===== src/rtl/alu_control_mc_pkg.sv =====
// alu_control_mc_pkg: shared ALUOp encodings, ALU control codes and sequencer states.
package alu_ctrl_pkg;

    localparam logic [1:0] ALUOP_MEM = 2'b00;
    localparam logic [1:0] ALUOP_BR  = 2'b01;
    localparam logic [1:0] ALUOP_R   = 2'b10;
    localparam logic [1:0] ALUOP_IMM = 2'b11;

    localparam logic [3:0] ADD = 4'b0010;
    localparam logic [3:0] SUB = 4'b0110;
    localparam logic [3:0] BNE = 4'b0011;
    localparam logic [3:0] MUL = 4'b1000;
    localparam logic [3:0] DIV = 4'b1001;

    typedef enum logic [1:0] {IDLE, RUN, DONE} state_t;

endpackage


===== src/rtl/alu_control_mc_if.sv =====
// alu_control_mc_if: decode request inputs and sequencer handshake outputs.
interface alu_control_mc_if #(
    parameter int ALUOP_W = 2,
    parameter int FUNCT_W = 4,
    parameter int CTRL_W  = 4
);
    logic               valid_in;
    logic               flush;
    logic [ALUOP_W-1:0] alu_op;
    logic [FUNCT_W-1:0] funct;
    logic [CTRL_W-1:0]  alu_ctrl;
    logic               mc_start;
    logic               mc_busy;
    logic               mc_done;
    logic               stall;

    modport master (
        output valid_in, flush, alu_op, funct,
        input  alu_ctrl, mc_start, mc_busy, mc_done, stall
    );

    modport slave (
        input  valid_in, flush, alu_op, funct,
        output alu_ctrl, mc_start, mc_busy, mc_done, stall
    );
endinterface


===== src/rtl/alu_control_mc_counter.sv =====
// alu_mc_counter: loadable down-counter timing the iterative unit, with a zero flag.
module alu_mc_counter #(
    parameter int MC_CYCLES = 16,
    localparam int W = $clog2(MC_CYCLES + 1)
) (
    input  logic clock,
    input  logic reset,
    input  logic load,
    input  logic en,
    output logic zero
);
    logic [W-1:0] cnt;

    always_ff @(posedge clock) begin
        if (reset)
            cnt <= '0;
        else if (load)
            cnt <= W'(MC_CYCLES - 1);
        else if (en && !zero)
            cnt <= cnt - 1'b1;
    end

    assign zero = cnt == '0;
endmodule


===== src/rtl/alu_control_mc.sv =====
// alu_control_mc: ALU control decoder with a sequencer for iterative R-type ops.
module alu_control_mc
    import alu_ctrl_pkg::*;
#(
    parameter int ALUOP_W = 2,
    parameter int FUNCT_W = 4,
    parameter int CTRL_W  = 4,
    parameter int MC_CYCLES = 16,
    parameter logic [FUNCT_W-1:0] BNE_FUNCT = FUNCT_W'(4'b0010)
) (
    input logic clock,
    input logic reset,
    alu_control_mc_if.slave bus
);
    if (CTRL_W != FUNCT_W) begin : g_bad_width
        $error("CTRL_W must equal FUNCT_W");
    end
    if (MC_CYCLES < 1) begin : g_bad_cycles
        $error("MC_CYCLES must be at least 1");
    end

    state_t            state, next;
    logic [CTRL_W-1:0] op_reg, dec;
    logic              mc_req, accept, zero;
    logic              start_q, busy_q, done_q;

    assign mc_req = bus.valid_in && bus.alu_op == ALUOP_W'(ALUOP_R) && bus.funct[FUNCT_W-1];
    assign accept = state == IDLE && mc_req && !bus.flush;

    always_comb begin
        dec = CTRL_W'(ADD);
        dec = bus.alu_op == ALUOP_W'(ALUOP_BR) ? (bus.funct == BNE_FUNCT ? CTRL_W'(BNE) : CTRL_W'(SUB)) :
              bus.alu_op == ALUOP_W'(ALUOP_R)  ? CTRL_W'(bus.funct) : CTRL_W'(ADD);
    end

    // A held request in DONE is the finishing instruction, so DONE never re-accepts.
    always_comb begin
        next = state;
        case (state)
            IDLE:    next = accept ? RUN : IDLE;
            RUN:     next = bus.flush ? IDLE : zero ? DONE : RUN;
            default: next = IDLE;
        endcase
    end

    always_ff @(posedge clock) begin
        if (reset) begin
            state   <= IDLE;
            op_reg  <= '0;
            start_q <= 1'b0;
            busy_q  <= 1'b0;
            done_q  <= 1'b0;
        end else begin
            state   <= next;
            op_reg  <= accept ? CTRL_W'(bus.funct) : op_reg;
            start_q <= accept;
            busy_q  <= next == RUN;
            done_q  <= next == DONE;
        end
    end

    alu_mc_counter #(.MC_CYCLES(MC_CYCLES)) u_cnt (
        .clock (clock),
        .reset (reset),
        .load  (accept),
        .en    (state == RUN),
        .zero  (zero)
    );

    assign bus.alu_ctrl = state == IDLE ? dec : op_reg;
    assign bus.stall    = accept || state == RUN;
    assign bus.mc_start = start_q;
    assign bus.mc_busy  = busy_q;
    assign bus.mc_done  = done_q;
endmodule


===== src/flat_wrapper.sv =====
// flat-port wrapper written by rule: the top's interface ports become plain ports
module alu_control_mc_flat import alu_ctrl_pkg::*;
#(
    parameter int ALUOP_W = 2,
    parameter int FUNCT_W = 4,
    parameter int CTRL_W  = 4,
    parameter int MC_CYCLES = 16,
    parameter logic [FUNCT_W-1:0] BNE_FUNCT = FUNCT_W'(4'b0010)
)
  (clock, reset, bus_valid_in, bus_flush, bus_alu_op, bus_funct, bus_alu_ctrl, bus_mc_start, bus_mc_busy, bus_mc_done, bus_stall);
  alu_control_mc_if #(.ALUOP_W(ALUOP_W), .FUNCT_W(FUNCT_W), .CTRL_W(CTRL_W)) bus_i ();
  input logic clock;
  input logic reset;
  input wire logic [$bits(bus_i.valid_in)-1:0] bus_valid_in;
  input wire logic [$bits(bus_i.flush)-1:0] bus_flush;
  input wire logic [$bits(bus_i.alu_op)-1:0] bus_alu_op;
  input wire logic [$bits(bus_i.funct)-1:0] bus_funct;
  output wire logic [$bits(bus_i.alu_ctrl)-1:0] bus_alu_ctrl;
  output wire logic [$bits(bus_i.mc_start)-1:0] bus_mc_start;
  output wire logic [$bits(bus_i.mc_busy)-1:0] bus_mc_busy;
  output wire logic [$bits(bus_i.mc_done)-1:0] bus_mc_done;
  output wire logic [$bits(bus_i.stall)-1:0] bus_stall;
  assign bus_i.valid_in = bus_valid_in;
  assign bus_i.flush = bus_flush;
  assign bus_i.alu_op = bus_alu_op;
  assign bus_i.funct = bus_funct;
  assign bus_alu_ctrl = bus_i.alu_ctrl;
  assign bus_mc_start = bus_i.mc_start;
  assign bus_mc_busy = bus_i.mc_busy;
  assign bus_mc_done = bus_i.mc_done;
  assign bus_stall = bus_i.stall;
  alu_control_mc #(.ALUOP_W(ALUOP_W), .FUNCT_W(FUNCT_W), .CTRL_W(CTRL_W), .MC_CYCLES(MC_CYCLES), .BNE_FUNCT(BNE_FUNCT)) u_core (.clock(clock), .reset(reset), .bus(bus_i));
endmodule

===== config.mk =====
export PLATFORM = sky130hd
export DESIGN_NAME = alu_control_mc_flat
export DESIGN_NICKNAME = d
export VERILOG_FILES = /design/src/rtl/alu_control_mc_pkg.sv /design/src/rtl/alu_control_mc_if.sv /design/src/rtl/alu_control_mc_counter.sv /design/src/rtl/alu_control_mc.sv /design/src/flat_wrapper.sv
export SDC_FILE = /design/constraint.sdc
export NUM_CORES = 1
export LEC_CHECK = 0
export BUFFER_PORTS_ARGS = -buffer_cell sky130_fd_sc_hd__buf_2
export CORE_MARGIN = 2
export CORE_UTILIZATION = 34
export CTS_BUF_LIST = sky130_fd_sc_hd__clkbuf_8
export CTS_CLUSTER_DIAMETER = 30
export CTS_CLUSTER_SIZE = 25
export DETAILED_ROUTE_END_ITERATION = 8
export PLACE_DENSITY = 0.66
export SYNTH_ARGS = -nofsm -noshare
export SYNTH_HDL_FRONTEND = slang
export SYNTH_SLANG_ARGS = --single-unit

===== constraint.sdc =====
create_clock -name clock -period 1.53 [get_ports clock]
set_input_delay 0.153 -clock clock [delete_from_list [all_inputs] [get_ports clock]]
set_output_delay 0.153 -clock clock [all_outputs]
set_load 0.02 [all_outputs]

==> results by group, run 1 <==
Logic synthesis
  – Main synth FF type: dfxtp_1
  – Top cells by area, synth: dfxtp_1 40%, a21oi_1 5.7%, o21ai_0 5.0%, ha_1 3.5%, nand3_1 3.5%
  – Post-synth EDFFs: 0
  – Post-Synthesis Cells: 79
  – Synth Net Count: 91
  – Flops & latches, synth: 14
  – Synth area leader: dfxtp_1
  – Ys async rst share: 0
  – Synth Warn #: 0
  – Yosys cell types: 29
  – Synth top area share: 0.3965
  – Register area share after synthesis: 0.3965
  – Mapped Area: 706.9 sq um
  – Syn Area/Cell: 8.948 sq um

Detailed routing
  – Per-cell routed wire length: 13.56 um
  – Initial DRT Pass Iterations: 4
  – Residual DRC: 0
  – Vias: 729
  – Drt first-iter violations: 11
  – Post-Route WL: 1844 um
  – Antenna-violating nets left: 0
  – Vias per cell: 5.360

Run
  – Max Cap Violations: 0

Floorplan
  – Core area: 1962 sq um
  – Num ports: 18
  – Die W: 49.60 um
  – Starting density of the core: 0.3603
  – Die span in y: 49.60 um
  – Die area: 2460 sq um
  – Core Rows: 16

Clock network
  – H-tree depth: 1
  – Clk sinks: 14
  – Total CTS buffers: 3
  – CTS tree: built
  – Clk_lat worst skew: 0.25 ns
  – Root Buffer: clkbuf_8
  – Hold buffer count at cts: 0
  – CTS Buffer Depth: 2
  – Clk slew on worst S/H paths: 0.06 ns

Global routing
  – Largest net degree at the start of global routing: 15
  – Total track usage: 0.1602
  – Initial antenna violation count: 0
  – Vias in the first global route: 691
  – GRT overflow: 0
  – First-pass GRT wire length: 3049 um

Setup path
  – Critical Path RT: 1.38 ns
  – Startpoint Class: flip-flop
  – Top delay family on crit path: simple AND/OR/NAND/NOR gates
  – CP bufs+invs: 1
  – Sequence of cells on the critical path: or4b_4 > o22a_1 > buf_6
  – Critical setup path kind: reg2out
  – CP arrival: 1.46 ns
  – Crit end category: primary output
  – Crit path max fanout: 4
  – Worst path max stage delay: 0.55 ns
  – Slowest-stage cell, CP: or4b_4

Timing
  – Rel. slew slack: 0.7400
  – Final setup fails: 1
  – Final Worst Setup Slack: -0.08724 ns
  – Max Transition Viols Final: 0
  – Tcrit/Tclk final: 1.057
  – Fmax: 618.3 MHz
  – Clock Skew: 0.002012 ns
  – Fin Setup TNS: -0.08724 ns
  – Least-Margin Pin Slew: 0.3890 ns
  – RSZ-0062 raised after global routing: true
  – Period minus WS final: 1.617 ns
  – Final Hold Vio Count: 0

Layout
  – Syn-to-layout area delta: 45.66%
  – Max reg flops: 5
  – Register area: 290.3 sq um
  – NumNets Final: 122
  – Footprint of the multi-input gates: 456.7 sq um
  – N_diodes: 0
  – Share of cells above drive strength 1: 0.4587
  – Final Core Density: 0.5249
  – Fillers: 198

Pwr
  – Sw frac: 0.2339
  – Clk network pwr share: 0.424
  – Worst IR Drop VDD: 467.8 uV
  – Sw Pwr: 198.4 uW
  – Seq pwr share: 0.438
  – Int Power: 650.1 uW
  – Cell Pwr Density: 824.0 nW/um^2
  – Pleak: 0.4253 nW
  – Combinational Power Share: 0.138

Place
  – GPL Wtd Cong: 0.8589
  – HPWL reported at the end of detailed placement: 1265 um
  – PortBufs: 17

Status
  – Violated checks: negative setup slack
  – Run status: finished, violations left

Min path
  – Hold Crit Class: in2reg
what timing repair did:
item,in CTS,in global routing
hold endpoints to repair,0,0
pin swaps,3,6
gates resized for setup,10,14
buffers inserted,3,2
setup endpoints to repair,6,12
stage by stage:
step | instances | area, sq um | power, mW | hold WS (ns) | worst slack [ns]
floorplan | 79 | 706.9 | 0.4386 | 0.2192 | 0.05480
global placement | 127 | 863.3 | 0.4774 | 0.3908 | 0.04015
detailed placement | 127 | 863.3 | 0.4797 | 0.3942 | -0.04297
CTS | 134 | 969.7 | 0.8505 | 0.1174 | -0.09595
global route | 136 | 1030 | 0.8909 | 0.1257 | -0.1281
finish | 136 | 1030 | 0.8485 | 0.1224 | -0.08724
power groups by stage:
stage / clock (mW) / sequential (mW) / combinational [mW]
after global routing: 0.391 / 0.372 / 0.128
after detailed placement: 0 / 0.382 / 0.0980
after global placement: 0 / 0.381 / 0.0960
final: 0.360 / 0.371 / 0.117
after floorplan: 0 / 0.382 / 0.0568
after CTS: 0.371 / 0.370 / 0.109
cell usage after synthesis, types with 2 or more instances:
library cell and n:
ha_1 2, clkbuf_1 2, or4_1 2, nand2_1 4, o21ai_0 7, nor2_1 5, a31oi_1 3, or3_1 3
dfxtp_1 14, nor2b_1 3, nand3b_1 2, nand3_1 5, inv_1 2, nor4_1 2, or4b_1 2, a21oi_1 8
layout by cell type (no fill, tap or decap):
cell type  count
nand3_1        5
o22a_1         1
or4b_1         1
a22oi_1        1
nor2_4         1
nand2_2        2
o21ai_0        7
a311oi_1       1
a21oi_1        8
clkbuf_8       4
ha_4           1
dfxtp_4        2
inv_2          2
buf_2         14
nand2b_1       1
nand2_1        2
dfxtp_2        2
and3b_1        1
a2bb2oi_1      1
nor4_1         2
nor4b_2        1
dfxtp_1       10
nor2b_1        3
a31oi_1        3
buf_4         11
nor4b_4        1
buf_6          3
nand3b_1       2
or3_1          3
nand2b_2       1
nor2_1         4
or4_1          1
or4b_4         2
or4_4          1
or2_1          1
ha_1           1
a221oi_2       2
cells by family after synthesis:
kind of cell / share of synthesized area
adder cells (fa/ha/maj): 0.03539
AO/OA/AOI/OAI: 0.2142
flip-flops: 0.3965
AND/OR/NAND/NOR: 0.3327
buffers and inverters: 0.02125
layer usage:
metal | track usage | up-vias | share of wire
met5 | 0 | - | 0
met4 | 0.09259 | 0 | 0.017
met3 | 0.02727 | 3 | 0.048
met2 | 0.2667 | 16 | 0.49
met1 | 0.1925 | 347 | 0.44
li1 | - | 363 | -
area by class of cell:
| class | count | share of cell area |
|---|---|---|
| Multi-Input combinational cell | 61 | 0.4435 |
| Timing Repair Buffer | 28 | 0.1810 |
| Clock buffer | 4 | 0.05346 |
| Sequential cell | 14 | 0.2819 |
| Inverter | 2 | 0.007290 |
| Tap cell | 27 | 0.03281 |
worst paths after layout:
kind                                         start  slack (ns)  cells past startpoint                               end
hold / removal                           bus_flush        0.12                      2        u_core.state[1]$_SDFF_PP0_
setup / recovery        u_core.state[0]$_SDFF_PP0_       -0.09                      3                   bus_alu_ctrl[1]
setup reg to reg  u_core.u_cnt.cnt[1]$_SDFFE_PP0P_        0.02                      5  u_core.u_cnt.cnt[1]$_SDFFE_PP0P_
hold reg to reg      u_core.op_reg[3]$_SDFFE_PP0P_        0.46                      2     u_core.op_reg[3]$_SDFFE_PP0P_
Note: power is estimated with default switching activity, not from simulation.
==> run 2: changes to the inputs <==
- clock period: 1.53 -> 1.4 ns (I/O delays scaled with it)
==> run 2 against run 1 <==
Effect of this change:
- the flow still finishes with violations (negative setup slack)
- first-iteration DRC count is 18% higher
- via count is 4.5% higher
- total power is 11% higher
- highest routed layer unchanged
- sequential power is 11% higher
- utilization is 4.0 points higher
- combinational power is 21% higher
- critical endpoint unchanged
==> results by group, run 2 (synthesis gave the netlist of run 1 again) <==
Status
  – Violated checks: negative setup slack (unchanged)
  – Run status: finished, violations left (unchanged)

Detailed routing
  – M1 WL: 862 um (was 819 um)
  – Vias per cell: 5.443 (was 5.360)
  – Residual DRC: 0 (unchanged)
  – Top Metal Used: met4 (unchanged)
  – Per-cell routed wire length: 13.61 um (was 13.56 um)
  – Antenna-violating nets left: 0 (unchanged)
  – Drt first-iter violations: 13 (was 11)
  – Initial DRT Pass Iterations: 4 (unchanged)
  – Vias: 762 (was 729)
  – Metal3 WL: 88 um (unchanged)
  – Post-Route WL: 1905 um (was 1844 um)
  – Met2 wire length: 927 um (was 904 um)

Timing
  – Clock Skew: 0.006095 ns (was 0.002012 ns)
  – Final setup fails: 6 (was 1)
  – Final Hold Vio Count: 0 (unchanged)
  – Final Worst Setup Slack: -0.1452 ns (was -0.08724 ns)
  – Tcrit/Tclk final: 1.104
  – Max Transition Viols Final: 0 (unchanged)
  – Rel. slew slack: 0.7514 (was 0.7400)
  – Fmax: 647.2 MHz
  – RSZ-0062 raised after global routing: true (unchanged)
  – Period minus WS final: 1.545 ns
  – Least-Margin Pin Slew: 0.3720 ns (was 0.3890 ns)

Setup path
  – Crit path max fanout: 3 (was 4)
  – Crit end category: primary output (unchanged)
  – Startpoint Class: flip-flop (unchanged)
  – CP bufs+invs: 1 (unchanged)
  – Worst path max stage delay: 0.51 ns (was 0.55 ns)
  – Critical setup path kind: reg2out (unchanged)
  – Critical Path RT: 1.26 ns (was 1.38 ns)
  – Top delay family on crit path: simple AND/OR/NAND/NOR gates (unchanged)
  – Sequence of cells on the critical path: or4b_4 > o22a_1 > buf_6 (unchanged)
  – Slowest-stage cell, CP: or4b_4 (unchanged)
  – CP arrival: 1.41 ns (was 1.46 ns)

Layout
  – Share of cells above drive strength 1: 0.5133 (was 0.4587)
  – Max reg flops: 5 (unchanged)
  – Syn-to-layout area delta: 56.81% (was 45.66%)
  – NumNets Final: 126 (was 122)
  – Footprint of the multi-input gates: 490.5 sq um (was 456.7 sq um)
  – Post-route cell area: 1109 sq um (was 1030 sq um)
  – Commonest non-fill, non-tap cell in the layout: buf_4 (was buf_2)
  – Register area: 285.3 sq um (was 290.3 sq um)
  – Commonest non-fill, non-tap cells in the layout: 13 x buf_4, 12 x buf_2, 10 x dfxtp_1 (was 14 x buf_2, 11 x buf_4, 10 x dfxtp_1)
  – Fillers: 188 (was 198)
  – N_diodes: 0 (unchanged)

Floorplan
  – Core area: 1962 sq um (unchanged)
  – Die W: 49.60 um (unchanged)
  – Die area: 2460 sq um (unchanged)
  – Num ports: 18 (unchanged)
  – Die span in y: 49.60 um (unchanged)
  – Core Rows: 16 (unchanged)
  – Starting density of the core: 0.3603 (unchanged)

Global routing
  – Initial antenna violation count: 0 (unchanged)
  – First-pass GRT wire length: 3015 um (was 3049 um)
  – Total track usage: 0.1569 (was 0.1602)
  – GRT overflow: 0 (unchanged)
  – Largest net degree at the start of global routing: 15 (unchanged)
  – Vias in the first global route: 704 (was 691)

Place
  – GPL Wtd Cong: 0.8747 (was 0.8589)
  – HPWL reported at the end of detailed placement: 1296 um (was 1265 um)
  – Worst slack at placement: -0.04031 ns (was -0.04297 ns)
  – Placed Area: 920.9 sq um (was 863.3 sq um)
  – PortBufs: 17 (unchanged)

Pwr
  – Worst IR Drop VDD: 604.9 uV (was 467.8 uV)
  – Pleak: 0.4456 nW (was 0.4253 nW)
  – Cell Pwr Density: 852.8 nW/um^2 (was 824.0 nW/um^2)

Min path
  – Hold Crit Class: in2reg (unchanged)

Clock network
  – Total CTS buffers: 3 (unchanged)
  – Clk_lat worst skew: 0.25 ns (about the same)
  – Hold buffer count at cts: 0 (unchanged)
  – Clk slew on worst S/H paths: 0.06 ns (about the same)
  – CTS tree: built (unchanged)
  – H-tree depth: 1 (unchanged)
  – CTS Buffer Depth: 2 (unchanged)
  – Root Buffer: clkbuf_8 (unchanged)
  – Clk sinks: 14 (unchanged)

Run
  – Max Cap Violations: 0 (unchanged)
## run 2: path summary, 6_finish.rpt
| path | startpoint | to | slack (ns) | depth (start not counted) |
|---|---|---|---|---|
| hold / removal | bus_flush | u_core.state[1]$_SDFF_PP0_ | 0.14 | 2 |
| setup reg to reg | u_core.u_cnt.cnt[1]$_SDFFE_PP0P_ | u_core.u_cnt.cnt[1]$_SDFFE_PP0P_ | -0.08 | 5 |
| setup / recovery | u_core.state[0]$_SDFF_PP0_ | bus_alu_ctrl[1] | -0.15 | 3 |
| hold reg to reg | u_core.op_reg[3]$_SDFFE_PP0P_ | u_core.op_reg[3]$_SDFFE_PP0P_ | 0.47 | 2 |
## run 2: stage by stage
step	power, mW	hold slack, ns	util	setup TNS, ns	cells
after floorplan	0.4829	0.2062	-	0	79
after global placement	0.5320	0.3684	0.4694	-0.008490	132
after detailed placement	0.5344	0.3735	0.4694	-0.08834	132
after CTS	0.9422	0.1004	0.5249	-0.3011	138
after global routing	0.9854	0.1287	0.5651	-0.9146	140
final	0.9453	0.1358	0.5651	-0.3433	140
## run 2: timing repair
action                     CTS  global route
buffers inserted             4             2
setup endpoints to repair   11            15
pin swaps                    7             8
resized for setup           13            16
## run 2: worst reg2reg max path, cell delays in order, from the launching register on
cell,delay (ns)
dfxtp_2,0.34
inv_2,0.08
ha_4,0.14
or4b_4,0.51
a221oi_2,0.23
a311oi_1,0.06
## run 2: area by class of cell
type,instances,area share
multi-input combinational,61,0.4424
tap,27,0.03047
inverter,2,0.006772
sequential,14,0.2573
timing repair buffer,32,0.2133
clock buffer,4,0.04966
## run 2: power breakdown
part           switching, mW  total [mW]  internal (mW)
Clock                  0.145       0.395          0.249
Combinational         0.0736       0.141         0.0672
Sequential           0.00529       0.410          0.405
## run 2: layer usage
layer	vias to the layer above	track usage
li1	369	-
met1	368	0.1866
met2	23	0.2711
met3	2	0.03030
met4	0	0.06944
met5	-	0
==> run 3: changes to the inputs <==
==> constraint.sdc (replaced) <==
create_clock -name clock -period 1.4 [get_ports clock]
set_input_delay 0.21 -clock clock [delete_from_list [all_inputs] [get_ports clock]]
set_output_delay 0.21 -clock clock [all_outputs]
set_load 0.02 [all_outputs]
==> run 3 against run 2 <==
Effect of this change:
- the flow still finishes with violations (negative setup slack)
- combinational power up 11%
- hold slack improved by 0.081 ns
- global-route usage rose by 0.60 points
- total power grew 2.2%
- register-to-register slack got worse by 0.04 ns
- routed wire length grew 0.31%
- first-iteration DRC count is 15% higher
- via count fell by 2.1%
- sequential cell count unchanged
- non-clock buffer count stayed put
- critical path depth unchanged
==> results by group, run 3 (synthesis gave the netlist of run 1 again) <==
Status
  – Run status: finished, violations left (unchanged)
  – Violated checks: negative setup slack (unchanged)

Floorplan
  – Die area: 2460 sq um (unchanged)
  – Core Rows: 16 (unchanged)
  – Num ports: 18 (unchanged)
  – Starting density of the core: 0.3603 (unchanged)
  – Core area: 1962 sq um (unchanged)
  – Die span in y: 49.60 um (unchanged)
  – Die W: 49.60 um (unchanged)

Timing
  – Tcrit/Tclk final: 1.146 (was 1.104)
  – Max Transition Viols Final: 0 (unchanged)
  – RSZ-0062 raised after global routing: true (unchanged)
  – Clock Skew: 0.004337 ns (was 0.006095 ns)
  – Rel. slew slack: 0.7664 (was 0.7514)
  – Period minus WS final: 1.605 ns (was 1.545 ns)
  – Final setup fails: 9 (was 6)
  – Fmax: 623.2 MHz (was 647.2 MHz)
  – Final Hold Vio Count: 0 (unchanged)
  – Final Worst Setup Slack: -0.2046 ns (was -0.1452 ns)
  – Least-Margin Pin Slew: 0.3494 ns (was 0.3720 ns)

Global routing
  – Vias in the first global route: 751 (was 704)
  – Largest net degree at the start of global routing: 15 (unchanged)
  – GRT overflow: 0 (unchanged)
  – Initial antenna violation count: 0 (unchanged)
  – First-pass GRT wire length: 3105 um (was 3015 um)
  – Total track usage: 0.1630 (was 0.1569)

Place
  – Worst slack at placement: -0.1410 ns (was -0.04031 ns)
  – HPWL reported at the end of detailed placement: 1366 um (was 1296 um)
  – PortBufs: 17 (unchanged)
  – GPL Wtd Cong: 0.7711 (was 0.8747)
  – Cell count after placement: 136 (was 132)

Clock network
  – Clk slew on worst S/H paths: 0.06 ns (about the same)
  – CTS tree: built (unchanged)
  – Root Buffer: clkbuf_8 (unchanged)
  – H-tree depth: 1 (unchanged)
  – CTS Buffer Depth: 2 (unchanged)
  – Total CTS buffers: 3 (unchanged)
  – Clk sinks: 14 (unchanged)
  – Clk_lat worst skew: 0.25 ns (about the same)

Setup path
  – Crit end category: primary output (unchanged)
  – Crit path max fanout: 2 (was 3)
  – Critical setup path kind: reg2out (unchanged)
  – Startpoint Class: flip-flop (unchanged)
  – CP arrival: 1.39 ns (was 1.41 ns)
  – Critical Path RT: 1.19 ns (was 1.26 ns)

Detailed routing
  – Post-Route WL: 1911 um (was 1905 um)
  – Vias per cell: 5.329 (was 5.443)
  – Antenna-violating nets left: 0 (unchanged)
  – Per-cell routed wire length: 13.65 um (was 13.61 um)
  – Vias: 746 (was 762)
  – Residual DRC: 0 (unchanged)
  – Drt first-iter violations: 15 (was 13)
  – Initial DRT Pass Iterations: 4 (unchanged)

Min path
  – Hold Crit Class: in2reg (unchanged)

Run
  – Max Cap Violations: 0 (unchanged)

Layout
  – Syn-to-layout area delta: 61.95% (was 56.81%)
  – NumNets Final: 126 (unchanged)
  – Final Core Density: 0.5835 (was 0.5651)
  – Commonest non-fill, non-tap cell in the layout: buf_4 (unchanged)
  – Final Non-Filler Cells: 140 (unchanged)
  – Share of cells above drive strength 1: 0.5398 (was 0.5133)
  – Max reg flops: 5 (unchanged)
  – Commonest non-fill, non-tap cells in the layout: 14 x buf_4, 10 x buf_2, 10 x dfxtp_1 (was 13 x buf_4, 12 x buf_2, 10 x dfxtp_1)
  – N_diodes: 0 (unchanged)

Pwr
  – PnR Total Power: 965.7 uW (was 945.3 uW)
  – Pleak: 0.4588 nW (was 0.4456 nW)
  – Worst IR Drop VDD: 530.2 uV (was 604.9 uV)
  – Cell Pwr Density: 843.5 nW/um^2 (was 852.8 nW/um^2)
## run 3: cell counts in the layout (fill, tap and decap cells not counted)
Identical to the previous run, type by type.
## run 3: timing repair
action                                  4_1_cts  5_1_grt
setup buffers                                 0        0
hold buffers                                  0        0
pin swaps                                     9        6
endpoints found under the setup margin        9       15
gates resized for setup                      16       19
## run 3: per-stage QoR
step | TNS (ns) | hold slack [ns] | area, sq um
after floorplan | 0 | 0.2762 | 730.7
after global placement | -0.2674 | 0.4393 | 954.7
after detailed placement | -0.3915 | 0.4481 | 954.7
after CTS | -0.7338 | 0.1718 | 1062
after global routing | -1.173 | 0.2168 | 1145
final | -0.7276 | 0.2172 | 1145
## run 3: final timing paths
kind              cells past startpoint                          endpoint                        startpoint  slack, ns
setup / recovery                      3                   bus_alu_ctrl[1]        u_core.state[0]$_SDFF_PP0_      -0.20
hold / removal                        2        u_core.state[1]$_SDFF_PP0_                         bus_flush       0.22
setup reg to reg                      5  u_core.u_cnt.cnt[1]$_SDFFE_PP0P_  u_core.u_cnt.cnt[0]$_SDFFE_PP0P_      -0.12
hold reg to reg                       2     u_core.op_reg[3]$_SDFFE_PP0P_     u_core.op_reg[3]$_SDFFE_PP0P_       0.47
## run 3: cell type report
cell class / count / area [sq um]
inverters: 2 / 10.01
multi-input cells: 61 / 515.5
fillers: 182 / 817.0
flip-flops and latches: 14 / 285.3
clock buffers: 4 / 55.05
well taps: 27 / 33.78
repair buffers: 32 / 245.2
## run 3: power by group
part	switching [mW]	total [mW]	internal, mW	leakage [nW]
logic	0.0774	0.156	0.0788	0.315
clock network	0.150	0.400	0.249	0.0288
registers	0.00492	0.410	0.405	0.115
total	0.233	0.966	0.733	0.459
## run 3: per-layer routing
metal  GRT usage  routed length [um]  vias up  share of wire
met5           0                   0        -              0
met4     0.08333                   0        0              0
met3     0.03636                  73        0          0.038
met2      0.2778                 964       19           0.50
met1      0.1895                 873      359           0.46
li1            -                   -      368              -
## run 3: worst max-delay path, stage by stage, from the launching register on
cell     delay (ns)
dfxtp_2        0.32
or4b_4         0.51
o22a_1         0.19
buf_6          0.13
